<file path="config.mk">
export PLATFORM = sky130hd
export DESIGN_NAME = ifetch
export DESIGN_NICKNAME = d
export VERILOG_FILES = /design/src/rtl/ifetch_pkg.sv /design/src/rtl/ifetch_ifid_reg.sv /design/src/rtl/ifetch.sv
export SDC_FILE = /design/constraint.sdc
export NUM_CORES = 1
export LEC_CHECK = 0
export BUFFER_PORTS_ARGS = -buffer_cell sky130_fd_sc_hd__buf_2
export CELL_PAD_IN_SITES_DETAIL_PLACEMENT = 0
export CELL_PAD_IN_SITES_GLOBAL_PLACEMENT = 2
export CORE_MARGIN = 4
export CORE_UTILIZATION = 23
export DETAILED_ROUTE_END_ITERATION = 7
export PLACE_DENSITY_LB_ADDON = 0.1
export SLEW_MARGIN = 20
export SYNTH_ARGS = -nofsm -noshare
export SYNTH_HDL_FRONTEND = slang
export SYNTH_SLANG_ARGS = --single-unit
</file>
<file path="constraint.sdc">
create_clock -name clk -period 1.37 [get_ports clk]
set_clock_uncertainty 0.15 [all_clocks]
set_input_delay 0.137 -clock clk [delete_from_list [all_inputs] [get_ports clk]]
set_output_delay 0.137 -clock clk [all_outputs]
set_load 0.01 [all_outputs]
</file>
<file path="src/rtl/ifetch_pkg.sv">
// ifetch_pkg: shared types and constants for the fetch stage.
// FSM state encoding plus the NOP and HALT instruction words.
package ifetch_pkg;

  typedef enum logic [1:0] {
    BOOT,
    RUN,
    HALTED
  } state_t;

  localparam logic [15:0] NOP_INSTR  = 16'h0000;
  localparam logic [15:0] HALT_INSTR = 16'hFFFF;

endpackage

</file>
<file path="src/rtl/ifetch_ifid_reg.sv">
// ifid_reg: IF/ID pipeline register.
// Controls: load, flush (bubble), drop (clear valid), else hold.
module ifid_reg
  import ifetch_pkg::*;
#(
  parameter int ADDR_W  = 5,
  parameter int INSTR_W = 16
) (
  input  logic               clk,
  input  logic               reset,
  input  logic               load,
  input  logic               flush,
  input  logic               drop,
  input  logic [INSTR_W-1:0] instr,
  input  logic [ADDR_W-1:0]  pc,
  input  logic [ADDR_W-1:0]  pc1,
  output logic [INSTR_W-1:0] if_instr,
  output logic [ADDR_W-1:0]  if_pc,
  output logic [ADDR_W-1:0]  if_pc_plus1,
  output logic               if_valid
);

  // Flush keeps the pc fields; only the word and valid are killed.
  always_ff @(posedge clk) begin
    if (reset) begin
      if_instr    <= '0;
      if_pc       <= '0;
      if_pc_plus1 <= '0;
      if_valid    <= 1'b0;
    end else if (flush) begin
      if_instr <= INSTR_W'(NOP_INSTR);
      if_valid <= 1'b0;
    end else if (load) begin
      if_instr    <= instr;
      if_pc       <= pc;
      if_pc_plus1 <= pc1;
      if_valid    <= 1'b1;
    end else if (drop) begin
      if_valid <= 1'b0;
    end
  end

endmodule

</file>
<file path="src/rtl/ifetch.sv">
// ifetch: PC, fetch FSM and IF/ID register for a one-cycle imem.
// Define IFETCH_HALT_EN to freeze fetch on HALT_INSTR.
module ifetch
  import ifetch_pkg::*;
#(
  parameter int ADDR_W   = 5,
  parameter int INSTR_W  = 16,
  parameter int RESET_PC = 0
) (
  input  logic               clk,
  input  logic               reset,
  input  logic               stall,
  input  logic               branch_taken,
  input  logic [ADDR_W-1:0]  branch_target,
  output logic [ADDR_W-1:0]  imem_addr,
  input  logic [INSTR_W-1:0] imem_instr,
  output logic [INSTR_W-1:0] if_instr,
  output logic [ADDR_W-1:0]  if_pc,
  output logic [ADDR_W-1:0]  if_pc_plus1,
  output logic               if_valid,
  output logic               halted
);

  state_t            state;
  logic [ADDR_W-1:0] pc;
  logic [ADDR_W-1:0] pc1;
  logic              ld;
  logic              fl;
  logic              dr;
  logic              is_halt;

  assign imem_addr = pc;
  assign pc1       = pc + ADDR_W'(1);

`ifdef IFETCH_HALT_EN
  assign is_halt = (imem_instr == INSTR_W'(HALT_INSTR));
`else
  assign is_halt = 1'b0;
`endif

  // IF/ID control decode from the current state and hazards.
  always_comb begin
    ld = 1'b0;
    fl = 1'b0;
    dr = 1'b0;
    unique case (state)
      BOOT:   ld = 1'b1;
      RUN: begin
        if (branch_taken) fl = 1'b1;
        else if (!stall)  ld = 1'b1;
      end
      HALTED: dr = 1'b1;
      default: ;
    endcase
  end

  // Fetch FSM and program counter.
  always_ff @(posedge clk) begin
    if (reset) begin
      state <= BOOT;
      pc    <= ADDR_W'(RESET_PC);
    end else begin
      unique case (state)
        BOOT: begin
          pc    <= pc1;
          state <= RUN;
        end
        RUN: begin
          if (branch_taken) begin
            pc <= branch_target;
          end else if (!stall) begin
            if (is_halt) state <= HALTED;
            else         pc    <= pc1;
          end
        end
        HALTED: ;
        default: state <= BOOT;
      endcase
    end
  end

`ifdef IFETCH_HALT_EN
  // Halt flag rises with the capture of the HALT word.
  always_ff @(posedge clk) begin
    if (reset)
      halted <= 1'b0;
    else if (state == RUN && !branch_taken && !stall && is_halt)
      halted <= 1'b1;
  end
`else
  assign halted = 1'b0;
`endif

  ifid_reg #(
    .ADDR_W (ADDR_W),
    .INSTR_W(INSTR_W)
  ) u_ifid (
    .clk        (clk),
    .reset      (reset),
    .load       (ld),
    .flush      (fl),
    .drop       (dr),
    .instr      (imem_instr),
    .pc         (pc),
    .pc1        (pc1),
    .if_instr   (if_instr),
    .if_pc      (if_pc),
    .if_pc_plus1(if_pc_plus1),
    .if_valid   (if_valid)
  );

endmodule

</file>
==> impl_results.md, run 1 <==
- Status: finished, final reports clean
- GPL Wtd Cong: approximately 0.73
- Number of synthesis warnings: 0
- Total power: about 2.1 mW
- Syn Area/Cell: 9.007 um2
- Initial Util: 0.2374
- Seq cells post-synth: 33
- Design area: around 0.0020 mm2
- CTS Sinks: 33
- FF-to-FF setup slack: roughly 44 ps
- Die width: between 80 and 90 um
- Area of the mapped netlist: 0.001315 mm2
- Hold path depth: 2
- Critical Path End Type: flip-flop
- Number of synthesized flops with an enable pin: 0
- Longest Clk Path Bufs: 2
- Dpl hpwl: ~2600 um
- Synth cell types: 29
- VDD IR-drop max: 398.0 uV
- Floorplan row count: 27
- Final Hold Vio Count: 0
- Clk Tree Root Cell: clkbuf_8
- Arrival time at the worst endpoint: 1340 ps
- RR Endpoint: imem_addr[4]$_SDFFE_PP0P_
- Clk slew on worst S/H paths: 70 ps
- Final std cells w/o fill: around 300
- Gr usage total: 0.1080
- Routed length per placed instance: roughly 12 um
- Die height: between 80 and 90 um
- Worst Reg-to-Reg Cells: 4
- Die footprint: 0.006991 mm2
- Final worst slack: 43.52 ps
- Largest cells by area after synthesis: dfxtp_1, a22oi_1, nor2_1, a21oi_1, nand2_1
- Number of fill cells: 604
- Worst-path fanout max: 9
- Synth top area share: 0.5024
- Buffers on Ports: 56
- FF-to-FF Start: state[0]$_SDFFE_PP0N_
- Leak: a little over 0.9 nW
- Commonest non-fill, non-tap cell in the layout: buf_2
- Via count: between 1000 and 1500
- Hold_ws: between 40 and 50 ps
- CP Launch Type: flip-flop
- Worst-Margin Slew: 740.9 ps
- Hold path start: reset
- Largest net degree at the start of global routing: 28
- Antenna-violating nets left: 0
- Placed cells: about 270
- TritonCTS Buffers: 5
- Max Slew Vio Count: 0
- Slew HR: 0.5042
- First-pass GRT wire length: about 6100 um
- Boundary Pins: 58
- Total Routed Length: approximately 3700 um
- CTS tree: yes
- Post-synth top flop: dfxtp_1
- Initial drt markers: 21
- Nets: approximately 250
- Number of diodes: 0
- Layout cells sized above 1: 0.3921
- FMAX: around 750 MHz
- CP Class: flip-flop to flip-flop
- GRT overflow: 0
- Post-synth ARST share: 0
- Skew-Pair Late Insertion Delay: about 280 ps
- H-tree depth: 2
- Sequential fraction of the synthesis area: 0.5024
- Final period utilization: 0.9682
- DRT Pass-1 Iters: 4
- Synth Net Count: around 170
- CP required: ~1400 ps
- Initial antenna violation count: 0
- Pwr dens: about 1100 mW/mm2
- RSZ-0062 raised after global routing: true
- MaxCap Viol Count: 0
- Fin crit period: 1326 ps
- Layout area overhead: 50.05%
- Core Footprint: between 0.005 and 0.006 mm2
- Post-place setup slack: -85.71 ps
- Hold Crit Class: primary input to flip-flop
- Cells after synthesis: between 100 and 150
- Vias/cell: roughly 4.4
- Vias in the first global route: approximately 1300
- Cell Area, Placed: around 0.0017 mm2
- Area leader, netlist: dfxtp_1
- Setup Viol. Count Final: 0
- Hold Path End: u_ifid.if_pc_plus1[0]$_SDFFE_PP0P_
- Post-route DRC: 0
- Most frequent cells in the layout: buf_2, dfxtp_1, nor2_1
-- stage by stage --
stage | setup TNS [ps] | util
2_1_floorplan | 0 | -
3_3_place_gp | -1313 | 0.3067
3_5_place_dp | -1482 | 0.3067
4_1_cts | 0 | 0.3525
5_1_grt | -20.85 | 0.3561
6_report | 0 | 0.3561
-- power breakdown --
group	switching (mW)	leakage (nW)	internal, mW
sequential	0.0376	0.273	1.02
clock	0.346	0.0450	0.352
combinational	0.183	0.595	0.189
-- worst max-delay path, stage by stage, from the launching register on --
cell and delay (ps):
dfxtp_4 380, and3b_2 280, buf_4 160, a21oi_1 140
o32ai_2 100
-- layout make-up --
| class | instances | area [um2] | area share |
|---|---|---|---|
| well taps | 72 | 90.09 | 0.04566 |
| inverters | 3 | 11.26 | 0.005707 |
| repair buffers | 85 | 553.0 | 0.2803 |
| clock buffers | 6 | 72.57 | 0.03678 |
| flip-flops and latches | 33 | 665.6 | 0.3373 |
| clock inverters | 2 | 10.01 | 0.005073 |
| multi-input cells | 98 | 570.5 | 0.2892 |
-- synth_stat cells (3+ instances only) --
master	instances
nor2_1	24
a21oi_1	15
buf_4	4
nand2_1	18
dfxtp_1	33
inv_1	3
a22oi_1	16
o21ai_0	5
clkbuf_1	3
buf_6	3
-- registers in the layout, indices dropped and copies added, names as in the netlist --
| register | cells |
|---|---|
| imem_addr | 5 |
| u_ifid.if_pc | 5 |
| state | 1 |
| u_ifid.if_pc_plus1 | 5 |
| u_ifid.if_instr | 16 |
| u_ifid.if_valid | 1 |
-- logic make-up after synthesis --
| family | synth area share |
|---|---|
| flip-flops | 0.5024 |
| adder cells (fa/ha/maj) | 0.009513 |
| AO/OA/AOI/OAI | 0.2246 |
| AND/OR/NAND/NOR | 0.1675 |
| buffers and inverters | 0.07326 |
| XOR/XNOR | 0.01998 |
| other | 0.002852 |
-- worst max path at each step --
stage,start,to,cells after the start,slack [ps]
floorplan,imem_addr[1]$_SDFFE_PP0P_,imem_addr[4]$_SDFFE_PP0P_,5,0.9
global placement,state[0]$_SDFFE_PP0N_,imem_addr[3]$_SDFFE_PP0P_,4,-90
detailed placement,state[0]$_SDFFE_PP0N_,u_ifid.if_instr[0]$_SDFFE_PP0P_,4,-90
CTS,state[0]$_SDFFE_PP0N_,u_ifid.if_instr[0]$_SDFFE_PP0P_,4,7
global route,imem_addr[1]$_SDFFE_PP0P_,imem_addr[3]$_SDFFE_PP0P_,5,-20
finish,state[0]$_SDFFE_PP0N_,imem_addr[4]$_SDFFE_PP0P_,4,40
-- timing repair --
item | in CTS | in global routing
hold buffers | 17 | 0
setup endpoints to repair | 19 | 18
gates cloned | 0 | 0
endpoints found under the hold margin | 17 | 0
gates resized for setup | 1 | 4
setup buffers | 0 | 1
pin swaps | 0 | 1
-- routing by layer --
metal	part of all wire	global-route usage	vias up
met1	0.43	0.1240	600
met3	0.063	0.03751	5
met2	0.49	0.1866	44
met5	0	0	-
met4	0.014	0.03509	0
li1	-	-	656
Note: power is estimated with default switching activity, not from simulation.
==> run 2, diff against run 1 <==
--- a/config.mk
+++ b/config.mk
@@ -5,11 +5,13 @@
 export SDC_FILE = /design/constraint.sdc
 export NUM_CORES = 1
 export LEC_CHECK = 0
+export ABC_AREA = 1
 export BUFFER_PORTS_ARGS = -buffer_cell sky130_fd_sc_hd__buf_2
 export CELL_PAD_IN_SITES_DETAIL_PLACEMENT = 0
 export CELL_PAD_IN_SITES_GLOBAL_PLACEMENT = 2
+export CORE_ASPECT_RATIO = 1.25
 export CORE_MARGIN = 4
-export CORE_UTILIZATION = 23
+export CORE_UTILIZATION = 22
 export DETAILED_ROUTE_END_ITERATION = 7
 export PLACE_DENSITY_LB_ADDON = 0.1
 export SLEW_MARGIN = 20
==> run 2 against run 1 <==
Net effect:
- combinational power is 19% higher
- clock power is 15% higher
- die area is 3.4% higher
- synthesized cell count is 13% higher
- worst setup slack better by 39 ps
- core utilization is 1.0 points lower
- worst hold slack worse by 16 ps
- global-route usage is 0.30 points higher
- non-clock buffer count is 2 lower
- final area is 1.4% higher
- maximum frequency is 3.0% higher
- final cell count is 5.4% higher
- critical path type unchanged
- critical endpoint is now imem_addr[1]$_SDFFE_PP0P_
- highest routed layer unchanged
==> impl_results.md, run 2 <==
- Arrival time at the worst endpoint: 1290 ps (-50 ps)
- Number of synthesis warnings: 0 (unchanged)
- Setup Viol. Count Final: 0 (unchanged)
- Pwr dens: 1161 mW/mm2 (+7.8%)
- Sequential Power Share: 0.464 (-0.033)
- CP required: 1370 ps (-20 ps)
- Commonest non-fill, non-tap cell in the layout: buf_2
- Area of the mapped netlist: 0.001304 mm2 (-0.86%)
- First-pass GRT wire length: 6216 um (+1.9%)
- Switching power: 0.6219 mW (+9.9%)
- Nets: 274 (+8.7%)
- Number of synthesized flops with an enable pin: 0 (unchanged)
- CP Launch Point: state[0]$_SDFFE_PP0N_
- GRT overflow: 0 (unchanged)
- Combinational group share of total power: 0.191 (+0.016)
- RR Endpoint: imem_addr[1]$_SDFFE_PP0P_
- Status: finished, final reports clean
- Post-route DRC: 0 (unchanged)
- Seq cells post-synth: 33 (unchanged)
- Largest cells by area after synthesis: dfxtp_1, nor2_1, o21ai_0, a21oi_1, nand2_1
- Number of fill cells: 627 (+3.8%)
- Final worst slack: 82.63 ps (+39.11 ps)
- Met1 Resource Use GR: 0.1271 (+0.003028)
- Post-synth ARST share: 0 (unchanged)
- Synth cell types: 21 (-28%)
- Vias in the first global route: 1326 (+2.4%)
- Max reg flops: 16 (unchanged)
- Final period utilization: 0.9397 (-0.02855)
- Multi-input logic area: 544.3 um2 (-4.6%)
- Reg area: 660.6 um2 (-0.75%)
- RSZ-0062 raised after global routing: false
- Layout area overhead: 53.46%
- CP Class: flip-flop to flip-flop
- Initial Util: 0.2256 (-0.01176)
- CTS tree: yes
- Synth Net Count: 191 (+11%)
- Int Power: 1.702 mW (+9.0%)
- Skew-Pair Late Insertion Delay: 280 ps (about the same)
- Die footprint: 0.007230 mm2 (+3.4%)
- Fin crit period: 1287 ps (-39.11 ps)
- Die height: 94.07 um (+13%)
- Most common cell in the synthesized netlist: nor2_1
- Longest Clk Path Bufs: 2 (unchanged)
- Commonest cells post-synth: nor2_1, dfxtp_1, o21ai_0, nand2_1, a21oi_1
- Total Routed Length: 3734 um (+0.65%)
- Reg with most FFs: u_ifid.if_instr
- Buffers on Ports: 56 (unchanged)
- Initial antenna violation count: 0 (unchanged)
- Setup TNS: 0 ps (unchanged)
- Sw Ratio: 0.2676 (+0.001612)
- Hold Crit Class: primary input to flip-flop
- GPL Wtd Cong: 0.7558 (+3.5%)
- Post-place setup slack: 45.15 ps (+130.9 ps)
- VDD IR-drop max: 348.6 uV (-12%)
- Antenna-violating nets left: 0 (unchanged)
- Most frequent cells in the layout: buf_2, nor2_1, dfxtp_1
- CTS Sinks: 33 (unchanged)
- Largest net degree at the start of global routing: 18 (-36%)
- Layout cells sized above 1: 0.3253 (-0.06677)
- Post-synth top flop: dfxtp_1
- FF-to-FF Start: state[0]$_SDFFE_PP0N_
- Leak: 0.9981 nW (+9.4%)
- Synth top area share: 0.5067 (+0.004339)
- Critical Path End Type: flip-flop
- CP Launch Type: flip-flop
- Initial drt markers: 60 (+190%)
- Syn Area/Cell: 7.902 um2 (-12%)
- Core Footprint: 0.005779 mm2 (+4.3%)
- M3 GR Usage: 0.03839 (+0.0008754)
- Sequential fraction of the synthesis area: 0.5067 (+0.004339)
- Area leader, netlist: dfxtp_1
- Boundary Pins: 58 (unchanged)
- Clk slew on worst S/H paths: 70 ps (about the same)
- Clk Tree Root Cell: clkbuf_8
- Met2 Use GR: 0.1882 (+0.001676)
- Number of diodes: 0 (unchanged)
- Routed length per placed instance: 11.85 um (-4.5%)
- DRT Pass-1 Iters: 4 (unchanged)
- Max Slew Vio Count: 0 (unchanged)
- Grt peak-use layer: met2
- Via count: 1348 (+3.3%)
- MaxCap Viol Count: 0 (unchanged)
- Dpl hpwl: 2825 um (+8.1%)
- Floorplan row count: 31 (+15%)
- FMAX: 776.8 MHz (+3.0%)
- Cells after synthesis: 165 (+13%)
- Vias/cell: 4.279 (-2.0%)
- Gr usage total: 0.1110 (+0.003000)
- Worst-path fanout max: 7 (-2)
- Clock power frac: 0.345 (+0.017)
- Final Hold Vio Count: 0 (unchanged)
- FF-to-FF setup slack: 80 ps (+40 ps)
- Worst Reg-to-Reg Cells: 5 (+1)
- H-tree depth: 2 (unchanged)
- CP endpoint: imem_addr[1]$_SDFFE_PP0P_
- Die width: 76.86 um (-8.1%)
- TritonCTS Buffers: 5 (unchanged)
run 2: cell types whose count changed in the layout (fill, tap and decap cells not counted), moves of 4 or more:
cell,before,now
nand2_1,18,14
o21ai_0,4,21
buf_4,11,5
o21ai_1,1,9
a22oi_1,15,0
nor2_1,24,44
run 2: per-stage QoR:
stage	area, um2	power (mW)	hold WS (ps)	utilization	std cells
global placement	1678	1.500	229.7	0.2903	286
floorplan	1304	1.323	56.07	-	165
CTS	1969	2.372	24.09	0.3408	313
finish	2001	2.324	26.47	0.3462	315
detailed placement	1678	1.502	242.7	0.2903	286
global route	2001	2.486	47.76	0.3462	315
run 2: cell families (layout without fill, tap and decap cells):
family / count (synthesis) / in the layout / share of synthesized area
and+or+nand+nor: 69 / 69 / 0.2313
AOI/OAI and AO/OA: 43 / 43 / 0.1670
DFF: 33 / 33 / 0.5067
buffers and inverters: 17 / 101 / 0.07582
adders and majority gates: 1 / 1 / 0.009595
other: 1 / 1 / 0.002876
xor gates and xnor gates: 1 / 1 / 0.006719
run 2: layout make-up:
cell class / instances / area share
clock buffers: 7 / 0.04816
clock inverters: 1 / 0.002502
inverters: 10 / 0.02189
multi-input cells: 115 / 0.2720
flip-flops and latches: 33 / 0.3302
well taps: 66 / 0.04128
repair buffers: 83 / 0.2839
run 2: worst min-delay path by stage:
stage	start	end	slack (ps)	cells past startpoint
floorplan	reset	u_ifid.if_pc[0]$_SDFFE_PP0P_	60	1
global placement	imem_instr[9]	u_ifid.if_instr[9]$_SDFFE_PP0P_	230	3
detailed placement	imem_instr[8]	u_ifid.if_instr[8]$_SDFFE_PP0P_	240	3
CTS	branch_target[2]	imem_addr[2]$_SDFFE_PP0P_	20	3
global route	branch_target[2]	imem_addr[2]$_SDFFE_PP0P_	50	3
finish	branch_target[2]	imem_addr[2]$_SDFFE_PP0P_	30	3
run 2: critical path, cell delays in order (launching register included):
cell	delay [ps]
dfxtp_1	390
nand2_2	120
inv_2	70
nand2_1	170
o21ai_0	200
a21oi_1	60
run 2: power groups by stage:
stage / Sequential [mW] / Combinational [mW] / Clock [mW]
after floorplan: 1.14 / 0.186 / 0
after global routing: 1.09 / 0.506 / 0.892
final: 1.08 / 0.443 / 0.802
after detailed placement: 1.10 / 0.400 / 0
after CTS: 1.08 / 0.443 / 0.849
after global placement: 1.10 / 0.400 / 0
run 2: layer usage:
layer,vias to the layer above,routed length (um)
li1,702,-
met1,595,1636
met2,46,1794
met3,5,239
met4,0,64
met5,-,0
run 2: timing repair:
action | in CTS | in global routing
endpoints found under the hold margin | 19 | 0
resized for setup | 0 | 4
setup endpoints to repair | 0 | 25
setup buffers | 0 | 2
hold buffers | 19 | 0
==> run 3, diff against run 2 <==
--- a/config.mk
+++ b/config.mk
@@ -14,7 +14,9 @@
 export CORE_UTILIZATION = 22
 export DETAILED_ROUTE_END_ITERATION = 7
 export PLACE_DENSITY_LB_ADDON = 0.1
+export SKIP_LAST_GASP = 1
 export SLEW_MARGIN = 20
 export SYNTH_ARGS = -nofsm -noshare
 export SYNTH_HDL_FRONTEND = slang
+export SYNTH_HIERARCHICAL = 1
 export SYNTH_SLANG_ARGS = --single-unit
==> run 3 against run 2 <==
Net effect:
- power is 3.5% lower
- combinational power is 4% higher
- area after synthesis is 4.5% higher
- flip-flop and latch count stayed put
- maximum frequency is 2.7% higher
- die area is 4.1% higher
- worst setup slack better by 34 ps
- critical endpoint is now u_ifid/if_pc_plus1[3]$_SDFFE_PP0P_
- largest cell class unchanged
- highest routed layer unchanged
==> impl_results.md, run 3 <==
- Status: finished, final reports clean
- Postcts setup bufs: 0 (unchanged)
- CP Launch Type: flip-flop
- Grt peak-use layer: met2
- Initial drt markers: 40 (-33%)
- Dpl hpwl: 2843 um (+0.65%)
- Die footprint: 0.007524 mm2 (+4.1%)
- Met1 Resource Use GR: 0.1371 (+0.01008)
- Fin crit period: 1254 ps (-33.80 ps)
- Commonest cells post-synth: nand2_1, dfxtp_1, a21oi_1, nor2_1, inv_1
- Leak: 1.044 nW (+4.6%)
- Synth cell types: 20 (-4.8%)
- Reg with most FFs: u_ifid/if_instr
- Number of fill cells: 677 (+8.0%)
- Buffers on Ports: 56 (unchanged)
- GPL Wtd Cong: 0.7066 (-6.5%)
- Vias in the first global route: 1494 (+13%)
- Post-route DRC: 0 (unchanged)
- Pwr dens: 1071 mW/mm2 (-7.8%)
- Cell Area, Placed: 0.001805 mm2 (+7.6%)
- Final period utilization: 0.9150 (-0.02467)
- Boundary Pins: 58 (unchanged)
- Most common cell in the synthesized netlist: nand2_1
- RSZ-0062 raised after global routing: false
- FMAX: 797.7 MHz (+2.7%)
- Design area: 0.002095 mm2 (+4.7%)
- DRT Pass-1 Iters: 2 (-2)
- Worst-path fanout max: 7 (unchanged)
- VDD IR-drop max: 339.4 uV (-2.6%)
- Area of the mapped netlist: 0.001363 mm2 (+4.5%)
- Clk slew on worst S/H paths: 70 ps (about the same)
- MaxCap Viol Count: 0 (unchanged)
- Total power: 2.243 mW (-3.5%)
- Layout area overhead: 53.72%
- Sequential fraction of the synthesis area: 0.4848 (-0.02187)
- Number of synthesis warnings: 6 (+6)
- Setup Viol. Count Final: 0 (unchanged)
- Cells after synthesis: 189 (+15%)
- Number of synthesized flops with an enable pin: 0 (unchanged)
- Area leader, netlist: dfxtp_1
- Largest net degree at the start of global routing: 20 (+2)
- Final Hold Vio Count: 0 (unchanged)
- Syn Area/Cell: 7.209 um2 (-8.8%)
- Max reg flops: 16 (unchanged)
- Antenna-violating nets left: 0 (unchanged)
- Die height: 95.99 um (+2.0%)
- Seq cells post-synth: 33 (unchanged)
- Total Routed Length: 3974 um (+6.4%)
- Number of diodes: 0 (unchanged)
- H-tree depth: 2 (unchanged)
- CTS tree: yes
- Longest Clk Path Bufs: 2 (unchanged)
- Post-synth ARST share: 0 (unchanged)
- Nets: 302 (+10%)
- Most frequent cells in the layout: buf_2, nand2_1, dfxtp_1
- Met2 Use GR: 0.1971 (+0.008916)
- CP Class: flip-flop to flip-flop
- Core Footprint: 0.005896 mm2 (+2.0%)
- GRT overflow: 0 (unchanged)
- Int Power: 1.602 mW (-5.8%)
- Critical Path End Type: flip-flop
- Layout cells sized above 1: 0.3032 (-0.02205)
- Routed length per placed instance: 11.07 um (-6.6%)
- Post-synth top flop: dfxtp_1
- Initial antenna violation count: 0 (unchanged)
- TritonCTS Buffers: 5 (unchanged)
- Sw Ratio: 0.2857 (+0.01801)
- Synth top area share: 0.4848 (-0.02187)
- Switching power: 0.6408 mW (+3.0%)
- Initial Util: 0.2311 (+0.005522)
- M3 GR Usage: 0.02809 (-0.01030)
- Combinational group share of total power: 0.206 (+0.015)
- Clk Tree Root Cell: clkbuf_8
- Via count: 1442 (+7.0%)
- Max Slew Vio Count: 0 (unchanged)
- Vias/cell: 4.017 (-6.1%)
- Arrival time at the worst endpoint: 1290 ps (about the same)
- First-pass GRT wire length: 6851 um (+10%)
- CP required: 1400 ps (+30 ps)
- Setup TNS: 0 ps (unchanged)
- Hold_ws: 16.51 ps (-9.965 ps)
- Die width: 78.39 um (+2.0%)
- CTS Sinks: 33 (unchanged)
- Commonest non-fill, non-tap cell in the layout: buf_2
- Gr usage total: 0.1142 (+0.003197)
- Sequential Power Share: 0.479 (+0.015)
- Floorplan row count: 31 (unchanged)
- Skew-Pair Late Insertion Delay: 280 ps (about the same)
- Clock power frac: 0.315 (-0.030)
- Hold Crit Class: primary input to flip-flop
- Largest cells by area after synthesis: dfxtp_1, nand2_1, a21oi_1, nor2_1, inv_1
[run 3: routing by layer]
layer,vias to the layer above,part of all wire
li1,762,-
met3,6,0.055
met2,38,0.48
met1,636,0.45
met5,-,0
met4,0,0.016
[run 3: critical path: stages, from the launching register on]
cell and delay, ps:
dfxtp_1 470, nand4_1 150, and2_1 170, inv_1 60, nand3_1 60, nand2_1 70, nor2_1 40
[run 3: final timing paths]
| kind | start | slack [ps] | cells past startpoint | to |
|---|---|---|---|---|
| worst min register to register | u_ifid/if_instr[9]$_SDFFE_PP0P_ | 310 | 2 | u_ifid/if_instr[9]$_SDFFE_PP0P_ |
| worst max register to register | imem_addr[3]$_SDFFE_PP0P_ | 120 | 6 | u_ifid/if_pc_plus1[3]$_SDFFE_PP0P_ |
| worst max-delay path | imem_addr[3]$_SDFFE_PP0P_ | 120 | 6 | u_ifid/if_pc_plus1[3]$_SDFFE_PP0P_ |
| worst min-delay path | branch_target[0] | 20 | 3 | imem_addr[0]$_SDFFE_PP0P_ |
[run 3: through the flow]
stage                 util  worst slack [ps]  instances
floorplan                -             35.34        190
global placement    0.3062             63.83        331
detailed placement  0.3062             58.79        331
CTS                 0.3525             75.24        358
global route        0.3553             14.21        359
finish              0.3553             116.4        359
[run 3: power groups by stage]
stage                     clock [mW]  combinational, mW  sequential [mW]
after global routing           0.789              0.529             1.09
after floorplan                    0              0.198             1.13
after CTS                      0.747              0.466             1.07
final                          0.708              0.461             1.07
after detailed placement           0              0.423             1.10
after global placement             0              0.429             1.09
[run 3: cells by family (layout without fill, tap and decap cells)]
group	Yosys count	in the layout	share of synthesized area
AOI/OAI and AO/OA	33	33	0.1212
xor gates and xnor gates	1	1	0.006429
other	1	2	0.002752
DFF	33	33	0.4848
buffers and inverters	29	115	0.1001
adders and majority gates	1	1	0.009181
and+or+nand+nor	91	92	0.2755
[run 3: timing repair]
item	CTS	global route
setup endpoints to repair	0	27
hold endpoints to repair	19	0
hold buffers	19	0
resized for setup	0	5
[run 3: cell type report]
type,count,area (um2),share of cell area
flip-flops and latches,33,663.1,0.3166
clock buffers,6,72.57,0.03465
multi-input cells,129,586.8,0.2802
inverters,21,81.33,0.03883
well taps,82,102.6,0.04898
repair buffers,86,578.1,0.2760
clock inverters,2,10.01,0.004779
